===== src/rtl/cp0_pkg.sv =====
// Shared definitions for coprocessor 0: register indices, exception codes,
// SR/Cause field positions, handler-mode encoding and register packing helpers.
package cp0_pkg;

    localparam logic [4:0] REG_SR    = 5'd12;
    localparam logic [4:0] REG_CAUSE = 5'd13;
    localparam logic [4:0] REG_EPC   = 5'd14;
    localparam logic [4:0] REG_PRID  = 5'd15;

    localparam logic [4:0] EXC_INT  = 5'd0;
    localparam logic [4:0] EXC_ADEL = 5'd4;
    localparam logic [4:0] EXC_ADES = 5'd5;
    localparam logic [4:0] EXC_RI   = 5'd10;
    localparam logic [4:0] EXC_OV   = 5'd12;

    localparam int SR_IE_BIT     = 0;
    localparam int SR_EXL_BIT    = 1;
    localparam int SR_IM_LSB     = 10;
    localparam int SR_IM_MSB     = 15;
    localparam int CAUSE_EXC_LSB = 2;
    localparam int CAUSE_EXC_MSB = 6;
    localparam int CAUSE_IP_LSB  = 10;
    localparam int CAUSE_IP_MSB  = 15;
    localparam int CAUSE_BD_BIT  = 31;

    // The handler mode is the SR.EXL bit itself.
    typedef enum logic {
        MODE_NORMAL     = 1'b0,
        MODE_IN_HANDLER = 1'b1
    } mode_e;

    function automatic logic [31:0] victim_epc(input logic [31:0] pc, input logic bd);
        logic [31:0] target;
        target = bd ? (pc - 32'd4) : pc;
        return {target[31:2], 2'b00};
    endfunction

    function automatic logic [31:0] pack_sr(input logic [5:0] im, input logic exl,
                                            input logic ie);
        logic [31:0] sr;
        sr = 32'd0;
        sr[SR_IM_MSB:SR_IM_LSB] = im;
        sr[SR_EXL_BIT]          = exl;
        sr[SR_IE_BIT]           = ie;
        return sr;
    endfunction

    function automatic logic [31:0] pack_cause(input logic bd, input logic [5:0] ip,
                                               input logic [4:0] exc_code);
        logic [31:0] cause;
        cause = 32'd0;
        cause[CAUSE_BD_BIT]                 = bd;
        cause[CAUSE_IP_MSB:CAUSE_IP_LSB]    = ip;
        cause[CAUSE_EXC_MSB:CAUSE_EXC_LSB]  = exc_code;
        return cause;
    endfunction

endpackage


===== src/rtl/cp0_int_arbiter.sv =====
// Combinational interrupt/exception decision. Interrupts beat exceptions and
// nothing is taken while the handler is already running (EXL set).
import cp0_pkg::*;

module cp0_int_arbiter (
    input  logic [5:0] hw_int,
    input  logic [5:0] im,
    input  logic       ie,
    input  logic       exl,
    input  logic [4:0] exc_code,
    output logic       interrupt,
    output logic       exception
);

    assign interrupt = (|(hw_int & im)) & ie & ~exl;
    assign exception = (exc_code != EXC_INT) & ~exl & ~interrupt;

endmodule


===== src/rtl/cp0.sv =====
// Coprocessor 0: SR/Cause/EPC/PrID registers, exception entry and eret exit,
// and the zero-cycle interrupt/exception redirect requests sent to fetch.
import cp0_pkg::*;

module cp0 #(
    parameter logic [31:0] PRID_VALUE   = 32'h0000_2019,
    parameter logic [31:0] HANDLER_ADDR = 32'h0000_4180
) (
    input  logic        clk,
    input  logic        reset,
    input  logic [4:0]  A1,
    input  logic [4:0]  A2,
    input  logic [31:0] DIn,
    input  logic        We,
    input  logic [31:0] PC,
    input  logic        BDIn,
    input  logic [4:0]  ExcCodeIn,
    input  logic [5:0]  HWInt,
    input  logic        EXLClr,
    output logic        interrupt,
    output logic        exception,
    output logic [31:0] EPC,
    output logic [31:0] DOut
);

    // Fetch owns the vector; the value is carried here so both sides share one definition.
    logic unused_handler_addr;
    assign unused_handler_addr = ^HANDLER_ADDR;

    mode_e       mode_q, mode_d;
    logic [5:0]  im_q, im_d;
    logic        ie_q, ie_d;
    logic        bd_q, bd_d;
    logic [5:0]  ip_q, ip_d;
    logic [4:0]  exc_q, exc_d;
    logic [31:0] epc_q, epc_d;

    logic        exl;
    logic        request;
    logic        sr_wr;
    logic        epc_wr;

    assign exl    = (mode_q == MODE_IN_HANDLER);
    assign sr_wr  = We && (A2 == REG_SR);
    assign epc_wr = We && (A2 == REG_EPC);

    cp0_int_arbiter u_arbiter (
        .hw_int    (HWInt),
        .im        (im_q),
        .ie        (ie_q),
        .exl       (exl),
        .exc_code  (ExcCodeIn),
        .interrupt (interrupt),
        .exception (exception)
    );

    assign request = interrupt | exception;

    // Handler-mode FSM; eret wins over a simultaneous software write of EXL.
    always_comb begin
        mode_d = mode_q;
        case (mode_q)
            MODE_NORMAL: begin
                if (request) begin
                    mode_d = MODE_IN_HANDLER;
                end else if (sr_wr && DIn[SR_EXL_BIT] && !EXLClr) begin
                    mode_d = MODE_IN_HANDLER;
                end
            end
            MODE_IN_HANDLER: begin
                if (EXLClr || (sr_wr && !DIn[SR_EXL_BIT])) begin
                    mode_d = MODE_NORMAL;
                end
            end
            default: mode_d = MODE_NORMAL;
        endcase
    end

    // A taken request owns the register file for that edge; mtc0 is dropped.
    always_comb begin
        im_d  = im_q;
        ie_d  = ie_q;
        bd_d  = bd_q;
        ip_d  = HWInt;
        exc_d = exc_q;
        epc_d = epc_q;
        if (request) begin
            bd_d  = BDIn;
            exc_d = interrupt ? EXC_INT : ExcCodeIn;
            epc_d = victim_epc(PC, BDIn);
        end else begin
            if (sr_wr) begin
                im_d = DIn[SR_IM_MSB:SR_IM_LSB];
                ie_d = DIn[SR_IE_BIT];
            end
            if (epc_wr) begin
                epc_d = {DIn[31:2], 2'b00};
            end
        end
    end

    always_ff @(posedge clk or negedge reset) begin
        if (!reset) begin
            mode_q <= MODE_NORMAL;
            im_q   <= 6'd0;
            ie_q   <= 1'b0;
            bd_q   <= 1'b0;
            ip_q   <= 6'd0;
            exc_q  <= 5'd0;
            epc_q  <= 32'd0;
        end else begin
            mode_q <= mode_d;
            im_q   <= im_d;
            ie_q   <= ie_d;
            bd_q   <= bd_d;
            ip_q   <= ip_d;
            exc_q  <= exc_d;
            epc_q  <= epc_d;
        end
    end

    assign EPC = epc_q;

    always_comb begin
        DOut = 32'd0;
        case (A1)
            REG_SR:    DOut = pack_sr(im_q, exl, ie_q);
            REG_CAUSE: DOut = pack_cause(bd_q, ip_q, exc_q);
            REG_EPC:   DOut = epc_q;
            REG_PRID:  DOut = PRID_VALUE;
            default:   DOut = 32'd0;
        endcase
    end

endmodule


===== config.mk =====
export PLATFORM = sky130hd
export DESIGN_NAME = cp0
export DESIGN_NICKNAME = d
export VERILOG_FILES = /design/src/rtl/cp0_pkg.sv /design/src/rtl/cp0_int_arbiter.sv /design/src/rtl/cp0.sv
export SDC_FILE = /design/constraint.sdc
export NUM_CORES = 1
export LEC_CHECK = 0
export CORE_MARGIN = 4
export CORE_UTILIZATION = 35
export CTS_BUF_LIST = sky130_fd_sc_hd__clkbuf_4 sky130_fd_sc_hd__clkbuf_8
export CTS_CLUSTER_DIAMETER = 50
export DETAILED_ROUTE_END_ITERATION = 12
export PLACE_DENSITY_LB_ADDON = 0.12
export SYNTH_ARGS = -nofsm -noshare
export SYNTH_HDL_FRONTEND = slang
export SYNTH_SLANG_ARGS = --single-unit

===== constraint.sdc =====
create_clock -name clk -period 4.7 [get_ports clk]
set_clock_uncertainty 0.2 [all_clocks]
set_input_delay 1.41 -clock clk [delete_from_list [all_inputs] [get_ports clk]]
set_output_delay 1.41 -clock clk [all_outputs]
set_load 0.02 [all_outputs]

==> out/qor.txt <==
Setup-failing EPs final: 0
Largest net degree at the start of global routing: 29
# IOs: 156
Slew @ Worst Pin: 0.765 ns
Num rows: 35
# diodes: 0
FF-to-FF Start: im_q[1]
Initial Util: 0.359
Critical path buffer and inverter count: 3
Slowest-stage cell, CP: clkdlybuf4s50_1
Synth Warn #: 0
Sequential share of the synthesized area: 0.379
Die footprint: 11000 um^2
DRC viols: 0
MaxCap Viol Count: 0
Bufs on Longest Clock Path: 2
Synth area leader: dfrtp_1
Number of synthesized flops with an enable pin: 0
Core footprint: 9200 um^2
Vias: 3410
Post-Place Cell Area: 4980 um^2
Async set or reset register ratio after synthesis: 1.00
First-pass GRT wire length: 17700 um
CP endpoint: DOut[4]
Vias in the first global route: 3354
FF+latch count, synth: 50
Netlist cell types: 49
Port Buffers: 151
Detailed Place HPWL: 8670 um
Initial antenna violation count: 0
Syn Area/Cell: 9.35 um^2
RSZ-0062 raised after global routing: no
Antenna Nets Post-Route: 0
Dpl cells: 607
Iter 0 DRT Violations: 103
Reg2reg end: im_q[5]
Post-route cell area: 5070 um^2
VDD IR max: 261 uV
GP Congestion: 0.876
Critical path cell sequence: clkdlybuf4s50_1, nand3b_1, buf_4, a21oi_1, clkdlybuf4s50_1
Synth Flop Type: dfrtp_1
Vias/cell: 5.54
Layout cells sized above 1: 0.107
CTS root buf: clkbuf_8
Final worst-path cycle share: 0.979
Count leader, synth: dfrtp_1
Crit Path Max Fanout: 13
Setup crit end kind: primary output
Sink Count: 50
Slew headroom: 0.485
Start point of the critical path: A1[4]
Class of the worst hold path: reg -> reg
Die height: 105 um
CP startpoint kind: input pin
Slew Limit Fails: 0
Clock slew at reported path FFs: 0.11 ns
Critical Path RT: 3.09 ns
Routed WL: 11200 um
Total GRT Usage: 0.199
Layout Cells excl Fill: 615
Outcome: finished, final reports clean
Post-Synthesis Cells: 353
R2R setup slack: 2.17 ns
CTS tree: yes
Top post-synthesis cells by count: 50 x dfrtp_1, 37 x mux2i_1, 26 x a31oi_1
Leak Pwr: 0.00214 uW
Per-cell routed wire length: 18.3 um
Die W: 105 um
Family with the most delay on the worst path: buffers and inverters
Hold_buf cts: 0
Pwr/cell area: 421 nW/um^2
Worst EP arrival: 2.99 ns
Total gr overflow: 0
Setup repair bufs after CTS: 0
Total CTS buffers: 5
Drt first pass iters: 5
WS Path Type: in -> out
H-tree depth: 2
Net count, final: 594
WP depth: 5
Min Clock Period, post-route: 4.60 ns
Critical Path Max Stage Delay: 0.62 ns
Final Hold Fails: 0
Fmax: 217 MHz
Clock Latency Late Sink: 0.31 ns
Yosys top cell area share: 0.379
Most used cell, CP: clkdlybuf4s50_1
Cells on worst reg2reg path: 5
Hold slack: 0.321 ns
Layout area overhead: 53.6%
Synth top area cells: dfrtp_1 38%, mux2i_1 11%, a31oi_1 4.9%, a2111oi_0 3.5%, and2_1 3.4%
Synthesized cell area: 3300 um^2
through the flow:
stage | setup TNS [ns] | setup WS [ns] | util | total power, uW
2_1_floorplan | 0 | 0.392 | - | 1330
3_3_place_gp | -5.35 | -0.224 | 0.542 | 1860
5_1_grt | 0 | 0.0297 | 0.551 | 2290
6_report | 0 | 0.0984 | 0.551 | 2130
4_1_cts | -0.00224 | -0.00224 | 0.550 | 2150
3_5_place_dp | -5.57 | -0.240 | 0.542 | 1880
registers in the layout, summed over array words and instances, names as in the netlist:
register  flops
bd_q          1
ip_q          6
ie_q          1
exl           1
exc_q         5
EPC          30
im_q          6
how the worst min path moves through the flow:
stage,start,endpoint,slack (ns),cells past startpoint
floorplan,exc_q[1],exc_q[1],0.26,1
CTS,bd_q,bd_q,0.32,1
global placement,bd_q,bd_q,0.30,1
global route,bd_q,bd_q,0.34,1
detailed placement,bd_q,bd_q,0.30,1
finish,bd_q,bd_q,0.32,1
metal layers:
metal / share of wire / vias to the layer above / track usage / wire length (um)
li1: - / 1630 / - / -
met1: 0.42 / 1644 / 0.248 / 4720
met2: 0.50 / 122 / 0.346 / 5590
met3: 0.060 / 14 / 0.0426 / 676
met4: 0.021 / 0 / 0.0572 / 237
met5: 0 / - / 0 / 0
placed cells by master (no fill, tap or decap), drive strengths merged, types with 2 or more instances in the layout:
cell type,instances
a22oi,9
nor2,22
mux2i,37
nand4,5
dlymetal6s2s,2
mux2,8
nand2,8
o32a,2
nor4,3
xnor2,2
clkinv,2
inv,19
nand2b,2
or3,9
nor2b,5
a2111oi,13
dlygate4sd2,29
o21ai,10
a21oi,10
nand3,5
or4,11
clkdlybuf4s50,117
dfrtp,50
a22o,4
or2,2
xor2,12
nand3b,3
nor4b,4
and2,18
a31oi,26
o31ai,10
buf,20
nor3,6
conb,2
clkbuf,6
cell families after synthesis:
kind of cell	Yosys count	share of synthesized area
xor gates and xnor gates	14	0.0372
AOI/OAI and AO/OA	88	0.184
and+or+nand+nor	108	0.199
DFF	50	0.379
muxes	45	0.140
buffers and inverters	46	0.0561
other	1	0.00114
adders and majority gates	1	0.00379
report_power, final:
group,switching (uW),internal (uW)
logic,552,546
registers,144,609
clock network,171,111
total,867,1270
final cells by class:
class	instances	area (um^2)
well taps	111	139
repair buffers	170	1620
flip-flops and latches	50	1250
multi-input cells	258	1900
clock buffers	5	68.8
fillers	884	4130
clock inverters	3	28.8
inverters	18	67.6
worst register-to-register path: stages, from the launching register on:
cell and delay (ns):
dfrtp_1 0.43, a22oi_2 0.27, a311oi_2 0.19, buf_4 0.26, nor3_2 0.67, mux2_2 0.41
repair_timing:
item / in CTS / in global routing
endpoints found under the setup margin: 31 / 22
cloned: 0 / 0
hold endpoints to repair: 0 / 0
resized for setup: 35 / 7
No activity file was read; power rests on OpenSTA's default activity.
